`src/rtl/sap1_pkg.sv`:
```
// rtl/sap1_pkg.sv - SAP-1 opcodes, T-state one-hot constants and control-word bit indices
package sap1_pkg;

    localparam logic [3:0] OP_LDA = 4'b0000;
    localparam logic [3:0] OP_ADD = 4'b0001;
    localparam logic [3:0] OP_SUB = 4'b0010;
    localparam logic [3:0] OP_AND = 4'b0011;
    localparam logic [3:0] OP_OR  = 4'b0100;
    localparam logic [3:0] OP_XOR = 4'b0101;
    localparam logic [3:0] OP_NOT = 4'b0110;
    localparam logic [3:0] OP_JMP = 4'b0111;
    localparam logic [3:0] OP_OUT = 4'b1110;
    localparam logic [3:0] OP_HLT = 4'b1111;

    typedef logic [5:0] tstate_t;

    localparam tstate_t T1 = 6'b000001;
    localparam tstate_t T2 = 6'b000010;
    localparam tstate_t T3 = 6'b000100;
    localparam tstate_t T4 = 6'b001000;
    localparam tstate_t T5 = 6'b010000;
    localparam tstate_t T6 = 6'b100000;

    localparam int CW_PC_OUT   = 0;
    localparam int CW_PC_INC   = 1;
    localparam int CW_PC_LOAD  = 2;
    localparam int CW_MAR_LOAD = 3;
    localparam int CW_RAM_OUT  = 4;
    localparam int CW_IR_LOAD  = 5;
    localparam int CW_IR_OUT   = 6;
    localparam int CW_A_LOAD   = 7;
    localparam int CW_A_OUT    = 8;
    localparam int CW_B_LOAD   = 9;
    localparam int CW_OUT_LOAD = 10;
    localparam int CW_EU       = 11;
    localparam int CW_ADD      = 12;
    localparam int CW_SUB      = 13;
    localparam int CW_AND      = 14;
    localparam int CW_OR       = 15;
    localparam int CW_XOR      = 16;
    localparam int CW_NOT      = 17;
    localparam int CW_W        = 18;

endpackage

```
`src/rtl/sap1_ring_counter.sv`:
```
// rtl/sap1_ring_counter.sv - six-phase one-hot T-state ring, T6 wraps to T1
module sap1_ring_counter
    import sap1_pkg::*;
(
    input  logic    clk,
    input  logic    rst,
    input  logic    advance,
    output tstate_t t_state
);

    always_ff @(posedge clk) begin
        if (rst) begin
            t_state <= T1;
        end else if (advance) begin
            t_state <= {t_state[4:0], t_state[5]};
        end
    end

endmodule

```
`src/rtl/sap1_control_unit.sv`:
```
// rtl/sap1_control_unit.sv - SAP-1 sequencer and opcode decode; optional JMP via SAP1_JMP_EN
module sap1_control_unit
    import sap1_pkg::*;
#(
    parameter int OPCODE_W        = 4,
    parameter bit HALT_ON_UNKNOWN = 1'b0
) (
    input  logic                clk,
    input  logic                rst,
    input  logic                run,
    input  logic [OPCODE_W-1:0] opcode,
    output logic                pc_out,
    output logic                pc_inc,
    output logic                pc_load,
    output logic                mar_load,
    output logic                ram_out,
    output logic                ir_load,
    output logic                ir_out,
    output logic                a_load,
    output logic                a_out,
    output logic                b_load,
    output logic                out_load,
    output logic                eu,
    output logic                add,
    output logic                sub,
    output logic                and_op,
    output logic                or_op,
    output logic                xor_op,
    output logic                not_op,
    output logic [5:0]          t_state,
    output logic                halted
);

    logic            advance;
    logic            op_known;
    logic            halt_req;
    logic [CW_W-1:0] cw;
    logic [CW_W-1:0] cw_g;

    assign advance = run & ~halted;

    sap1_ring_counter u_ring (
        .clk     (clk),
        .rst     (rst),
        .advance (advance),
        .t_state (t_state)
    );

    always_comb begin
        op_known = 1'b1;
        case (opcode)
            OPCODE_W'(OP_LDA), OPCODE_W'(OP_ADD), OPCODE_W'(OP_SUB),
            OPCODE_W'(OP_AND), OPCODE_W'(OP_OR),  OPCODE_W'(OP_XOR),
            OPCODE_W'(OP_NOT), OPCODE_W'(OP_OUT), OPCODE_W'(OP_HLT): op_known = 1'b1;
`ifdef SAP1_JMP_EN
            OPCODE_W'(OP_JMP): op_known = 1'b1;
`endif
            default: op_known = 1'b0;
        endcase
    end

    assign halt_req = (t_state == T4) &&
                      ((opcode == OPCODE_W'(OP_HLT)) || (HALT_ON_UNKNOWN && !op_known));

    // halted is sticky; only the T4 edge of a halting opcode sets it, and only when advancing
    always_ff @(posedge clk) begin
        if (rst) begin
            halted <= 1'b0;
        end else if (advance && halt_req) begin
            halted <= 1'b1;
        end
    end

    always_comb begin
        cw = '0;
        case (t_state)
            T1: begin
                cw[CW_PC_OUT]   = 1'b1;
                cw[CW_MAR_LOAD] = 1'b1;
            end
            T2: cw[CW_PC_INC] = 1'b1;
            T3: begin
                cw[CW_RAM_OUT] = 1'b1;
                cw[CW_IR_LOAD] = 1'b1;
            end
            T4: begin
                case (opcode)
                    OPCODE_W'(OP_LDA), OPCODE_W'(OP_ADD), OPCODE_W'(OP_SUB),
                    OPCODE_W'(OP_AND), OPCODE_W'(OP_OR),  OPCODE_W'(OP_XOR): begin
                        cw[CW_IR_OUT]   = 1'b1;
                        cw[CW_MAR_LOAD] = 1'b1;
                    end
                    OPCODE_W'(OP_NOT): begin
                        cw[CW_EU]     = 1'b1;
                        cw[CW_NOT]    = 1'b1;
                        cw[CW_A_LOAD] = 1'b1;
                    end
                    OPCODE_W'(OP_OUT): begin
                        cw[CW_A_OUT]    = 1'b1;
                        cw[CW_OUT_LOAD] = 1'b1;
                    end
`ifdef SAP1_JMP_EN
                    OPCODE_W'(OP_JMP): begin
                        cw[CW_IR_OUT]  = 1'b1;
                        cw[CW_PC_LOAD] = 1'b1;
                    end
`endif
                    default: ;
                endcase
            end
            T5: begin
                case (opcode)
                    OPCODE_W'(OP_LDA): begin
                        cw[CW_RAM_OUT] = 1'b1;
                        cw[CW_A_LOAD]  = 1'b1;
                    end
                    OPCODE_W'(OP_ADD), OPCODE_W'(OP_SUB), OPCODE_W'(OP_AND),
                    OPCODE_W'(OP_OR),  OPCODE_W'(OP_XOR): begin
                        cw[CW_RAM_OUT] = 1'b1;
                        cw[CW_B_LOAD]  = 1'b1;
                    end
                    default: ;
                endcase
            end
            T6: begin
                case (opcode)
                    OPCODE_W'(OP_ADD): cw[CW_ADD] = 1'b1;
                    OPCODE_W'(OP_SUB): cw[CW_SUB] = 1'b1;
                    OPCODE_W'(OP_AND): cw[CW_AND] = 1'b1;
                    OPCODE_W'(OP_OR):  cw[CW_OR]  = 1'b1;
                    OPCODE_W'(OP_XOR): cw[CW_XOR] = 1'b1;
                    default: ;
                endcase
                if (cw[CW_ADD] | cw[CW_SUB] | cw[CW_AND] | cw[CW_OR] | cw[CW_XOR]) begin
                    cw[CW_EU]     = 1'b1;
                    cw[CW_A_LOAD] = 1'b1;
                end
            end
            default: ;
        endcase
    end

    assign cw_g = (run & ~halted & ~rst) ? cw : '0;

    assign pc_out   = cw_g[CW_PC_OUT];
    assign pc_inc   = cw_g[CW_PC_INC];
    assign pc_load  = cw_g[CW_PC_LOAD];
    assign mar_load = cw_g[CW_MAR_LOAD];
    assign ram_out  = cw_g[CW_RAM_OUT];
    assign ir_load  = cw_g[CW_IR_LOAD];
    assign ir_out   = cw_g[CW_IR_OUT];
    assign a_load   = cw_g[CW_A_LOAD];
    assign a_out    = cw_g[CW_A_OUT];
    assign b_load   = cw_g[CW_B_LOAD];
    assign out_load = cw_g[CW_OUT_LOAD];
    assign eu       = cw_g[CW_EU];
    assign add      = cw_g[CW_ADD];
    assign sub      = cw_g[CW_SUB];
    assign and_op   = cw_g[CW_AND];
    assign or_op    = cw_g[CW_OR];
    assign xor_op   = cw_g[CW_XOR];
    assign not_op   = cw_g[CW_NOT];

endmodule

```
`config.mk`:
```
export PLATFORM = sky130hd
export DESIGN_NAME = sap1_control_unit
export DESIGN_NICKNAME = d
export VERILOG_FILES = /design/src/rtl/sap1_pkg.sv /design/src/rtl/sap1_ring_counter.sv /design/src/rtl/sap1_control_unit.sv
export SDC_FILE = /design/constraint.sdc
export NUM_CORES = 1
export LEC_CHECK = 0
export ABC_AREA = 1
export ABC_CLOCK_PERIOD_IN_PS = 1470
export CORE_MARGIN = 10
export CORE_UTILIZATION = 38
export DETAILED_ROUTE_END_ITERATION = 10
export PLACE_DENSITY_LB_ADDON = 0.05
export SLEW_MARGIN = 0
export SYNTH_ARGS = -nofsm -noshare
export SYNTH_HDL_FRONTEND = slang
export SYNTH_SLANG_ARGS = --single-unit
export TNS_END_PERCENT = 5
```
`constraint.sdc`:
```
create_clock -name clk -period 1.47 [get_ports clk]
set_clock_uncertainty 0.15 [all_clocks]
set_input_delay 0.294 -clock clk [delete_from_list [all_inputs] [get_ports clk]]
set_output_delay 0.294 -clock clk [all_outputs]
set_load 0.005 [all_outputs]
```
==> impl_results.md <==
* Tcrit/Tclk final at 131%
* Leading cell type in the layout, fill and taps excluded: buf_4
* Cells along the critical path: inv_2, nand2_4, nor2_4, buf_6, buf_6, nand4_2, nor2_1, clkbuf_2
* Leakage at 0.664 nW
* Status: complete, but fails checks
* Worst hold path class: in2reg
* Total core area at 0.00151 mm2
* Vias at 968
* Worst path most repeated cell: buf_6
* Combinational share of power at 39.5%
* Cells after Synth at 98
* Post-synthesis async set-or-reset flop share at 0%
* Pwr Density at 547 mW/mm2
* Placed cells at 168
* Crit path max fanout at 4
* Synth unique cells at 23
* Later-pin clock latency in the skew report at 0.28 ns
* Post-synthesis sequential area ratio at 23.4%
* Remaining antenna violation count at 0
* RSZ-0062 raised after global routing: true
* Layout cells sized above 1 at 56.9%
* Cell Int Power at 0.444 mW
* Reg clk slew, reported paths at 0.05 ns
* Chip height at 59.7 um
* Detailed Route WL at 3010 um
* Antenna violations before repair at 0
* Num CTS Buffers at 3
* H-tree depth at 1
* Num ports at 32
* Total congestion overflow at 0
* Die width at 59.7 um
* Clock sink count at 7
* Final worst slack at -0.454 ns
* CTS tree: done
* Net switching fraction of the power at 36.3%
* CP Class: reg2out
* Synth area leader: dfxtp_1
* Dpl hpwl at 1780 um
* Post-synth EDFFs at 0
* Flop pwr share at 31.7%
* Area grow syn2layout at 112%
* Final min period at 1.92 ns
* Mapped Nets at 105
* Drt first-iter violations at 53
* Synth top area cells: dfxtp_1 23%, nand2_1 11%, nor2_1 8.8%, inv_1 8.1%, a21oi_1 4.2%
* Family with the most delay on the worst path: simple AND/OR/NAND/NOR gates
* Crit path capture type: primary output
* Antenna Cells at 0
* Slew Viols, Final at 0
* TritonRoute pass-1 iters at 4
* # hold bufs at CTS at 0
* Die area at 0.00357 mm2
* Drt wl/cell at 16.4 um
* CP max stage cell: dfxtp_2
* Clock Path Buffers at 2
* PortBufs at 30
* DR vias/cell at 5.29
* Starting Density at 39.8%
* Number of synthesized register bits at 7
* CP startpoint kind: register
* Pre-CTS WS at -0.863 ns
* Final Power at 0.696 mW
* Area share of the largest cell type after synthesis at 23.4%
* Placer's final routability congestion estimate at 0.780
* P_sw at 0.253 mW
* Nets at 175
* Vias in the first global route at 933
* First-pass GRT wire length at 4000 um
* DRC viols at 0
* Root Driver: clkbuf_4
* Finished Layout Cells at 183
* Arrival @ worst endpoint at 1.48 ns
* Rows at 14
* Critical path required time at 1.03 ns
* FMAX at 0.520 GHz
* Max cap viols at 0
* Most frequent cells in the layout: 32 x buf_4, 17 x nand2_1, 14 x buf_2
* Final setup violation count at 17
* Clock power frac at 28.8%
* Largest net degree at the start of global routing at 11
* VDD IR max at 0.000614 V
* All-layer global routing usage at 14.5%
* Final hold vios at 0
* Synthesized area at 599 um2
* Failing checks: setup timing
* Avg Inst Size Synth at 6.12 um2
* Dominant synthesized flop cell: dfxtp_1
* Largest stage delay on the critical path at 0.33 ns
* Buffers and inverters on the worst path at 4
* Yosys warns at 0
[path summary, 6_finish.rpt]
path	start	depth (start not counted)	slack (ns)	end
setup / recovery	halted$_SDFFE_PP0P_	8	-0.45	xor_op
setup reg to reg	halted$_SDFFE_PP0P_	8	0.02	halted$_SDFFE_PP0P_
hold / removal	opcode[3]	3	0.38	halted$_SDFFE_PP0P_
hold reg to reg	u_ring.t_state[4]$_SDFFE_PP0P_	2	0.46	u_ring.t_state[4]$_SDFFE_PP0P_
[worst min-delay path, cell delays in order]
cell and delay [ns]:
dlygate4sd2_1 0.28, nand4_1 0.12, o22ai_2 0.07
[timing repair]
| item | 4_1_cts | 5_1_grt |
|---|---|---|
| hold endpoints to repair | 0 | 0 |
| gates resized for setup | 90 | 27 |
| pin swaps | 9 | 21 |
| setup buffers | 6 | 5 |
| setup endpoints to repair | 24 | 19 |
[cell families (layout without fill, tap and decap cells)]
group,Yosys count,count (layout),share of synthesized area [%]
buffers and inverters,19,88,13.4
DFF,7,7,23.4
other,1,1,0.626
and+or+nand+nor,55,55,47.8
AOI/OAI and AO/OA,16,16,14.8
[Yosys cell counts (all sizes together) (2+ instances only)]
cell	n
a21oi	5
o21ai	6
nand2	21
nand4	5
inv	16
nor3	2
buf	3
dfxtp	7
nand3	6
nor2	20
o22ai	3
[registers in the layout, indices dropped and copies added, names as in the netlist]
signal and count:
halted 1, u_ring.t_state 6
[cell type report]
class,count,area [um2]
inverters,16,60.1
clock buffers,4,26.3
multi-input cells,72,490
fillers,92,234
flip-flops and latches,7,156
repair buffers,68,519
well taps,16,20.0
[stage by stage]
step	utilization, %	instance area [um2]	hold WS (ns)	TNS [ns]
after floorplan	-	604	0.244	-0.00744
after global placement	73.5	1110	0.364	-13.60
after detailed placement	73.5	1110	0.368	-14.05
after CTS	80.1	1210	0.366	-6.92
after global routing	84.5	1270	0.387	-7.65
final	84.5	1270	0.377	-6.53
[routing by layer]
metal  share of wire, %  track usage (%)
met1                 36             13.4
met2                 51             25.9
met3                8.8             6.36
met4                4.2             8.01
met5                  0                0
[power by group through the flow]
stage / Sequential [mW] / Clock (mW) / Combinational [mW]
after CTS: 0.217 / 0.197 / 0.223
after floorplan: 0.221 / 0 / 0.0807
after detailed placement: 0.219 / 0 / 0.214
final: 0.220 / 0.201 / 0.275
after global routing: 0.222 / 0.210 / 0.294
after global placement: 0.219 / 0 / 0.210
Power figures use the tool's default switching activity.
==> edit, RTL diff (config.mk and constraints unchanged) <==
Put a register stage on the output `a_load`, cleared by the reset. The value now appears one clock later. The other outputs are not delayed to match.
--- a/src/rtl/sap1_control_unit.sv
+++ b/src/rtl/sap1_control_unit.sv
@@ -150,5 +150,11 @@
     assign ir_load  = cw_g[CW_IR_LOAD];
     assign ir_out   = cw_g[CW_IR_OUT];
-    assign a_load   = cw_g[CW_A_LOAD];
+    always_ff @(posedge clk) begin
+        if (rst) begin
+            a_load <= '0;
+        end else begin
+            a_load <= cw_g[CW_A_LOAD];
+        end
+    end
     assign a_out    = cw_g[CW_A_OUT];
     assign b_load   = cw_g[CW_B_LOAD];
Formal check against the unedited RTL: not equivalent (Yosys sat finds a counterexample within 4 cycles, from zero or initial values and one cycle with rst high).
==> edit against the original RTL <==
  * The flow still finishes with violations (negative setup slack)
  * Cell area is 4.8% lower
  * Synthesized cell count is the same
  * Synthesized area grew 2.7%
  * Setup slack improved by 0.13 ns
  * Clock power shrank 19%
  * Routed wire length is 20% lower
  * Via count fell by 9.5%
  * Total power is 5.3% lower
  * Hold slack got worse by 0.035 ns
  * Sequential cell count increased by 1
  * Highest routed layer unchanged
==> edit: results (changes against the original RTL) <==
----------------------------------------------------
[Final layout]
  Total area of multi-input combinational cells ... 455 um^2 (was 490 um^2)
  Fillcell total ... 120 (was 92)
  Count of nets after finishing ... 171 (was 175)
  Fraction of area in clock buffers and inverters ... 1.86% (was 2.06%)
  Non-Filler Instances ... 178 (was 183)
  Number of non-clock buffers ... 64 (was 68)
  Count of sequential standard cells ... 8 (was 7)
  Non-clock buffer contribution to total cell area ... 39.6% (was 40.8%)
  Fraction of area in registers ... 14.2% (was 12.3%)

[Global routing]
  Via count of the first global-routing pass ... 901 (was 933)
  Overall global routing resource usage ... 13.7% (was 14.5%)
  Maximum number of pins on one net before global-route repair ... 8 (was 11)
  Wire length of the first global-routing pass ... 3.88 mm (was 4.00 mm)

[Clocking]
  Number of gates given a new drive strength after cts ... 102 (was 90)
  Setup repair bufs after CTS ... 3 (was 6)

[Synthesis]
  Share of synthesized area occupied by flip-flops and latches ... 26.0% (was 23.4%)
  Most frequent cells after synthesis ... sky130_fd_sc_hd__nand2_1, sky130_fd_sc_hd__inv_1, sky130_fd_sc_hd__nor2_1 (was sky130_fd_sc_hd__nand2_1, sky130_fd_sc_hd__nor2_1, sky130_fd_sc_hd__inv_1)

[Floorplanning]
  Core region area ... 1520 um^2 (was 1510 um^2)

[Placement]
  Routability Congestion ... 0.929 (was 0.780)
  Placed wire-length estimate ... 1.83 mm (was 1.78 mm)
  Worst setup slack before clock tree synthesis ... -0.960 ns (was -0.863 ns)

[Detailed routing]
  Starting DRC count in detailed routing ... 21 (was 53)

[STA]
  Setup ws final ... -0.328 ns (was -0.454 ns)
  Final setup violation count ... 16 (was 17)

[Critical path]
  Worst EP arrival ... 1.35 ns (was 1.48 ns)

[Outcome]
  Failing checks ... negative setup slack (unchanged)
  Result of the run ... finished, violations left (unchanged)

[Power and ir drop]
  Power share of the combinational group ... 37.4% (was 39.5%)
  Share of total power in sequential cells ... 37.8% (was 31.7%)
  Power per cell area ... 544 nW/um^2 (was 547 nW/um^2)
  Switching component of the power ... 210 uW (was 253 uW)

----------------------------------------------------
==> edit: cell count changes after synthesis, sizes merged <==
| cell | before | now |
|---|---|---|
| nand3 | 6 | 2 |
| a21oi | 5 | 6 |
| nand4 | 5 | 4 |
| o22ai | 3 | 2 |
| nor3b | 0 | 1 |
| and3 | 1 | 0 |
| o21ai | 6 | 9 |
| o31ai | 1 | 0 |
| nand2 | 21 | 22 |
| nor4 | 0 | 3 |
| o211ai | 1 | 0 |
| dfxtp | 7 | 8 |
| nor2 | 20 | 19 |
==> edit: per-layer routing <==
layer	track usage [%]	up-vias	routed length [um]
met2	22.5	37	1210
met5	0	-	0
met4	4.49	0	17
met1	15.2	395	957
met3	6.14	2	221
li1	-	442	-
==> edit: path summary, 6_finish.rpt <==
kind	startpoint	to	slack (ns)	depth (start not counted)
setup / recovery	u_ring.t_state[4]	ram_out	-0.33	5
hold / removal	rst	u_ring.t_state[0]	0.34	3
setup reg to reg	u_ring.t_state[4]	halted	0.17	6
hold reg to reg	halted	halted	0.42	3
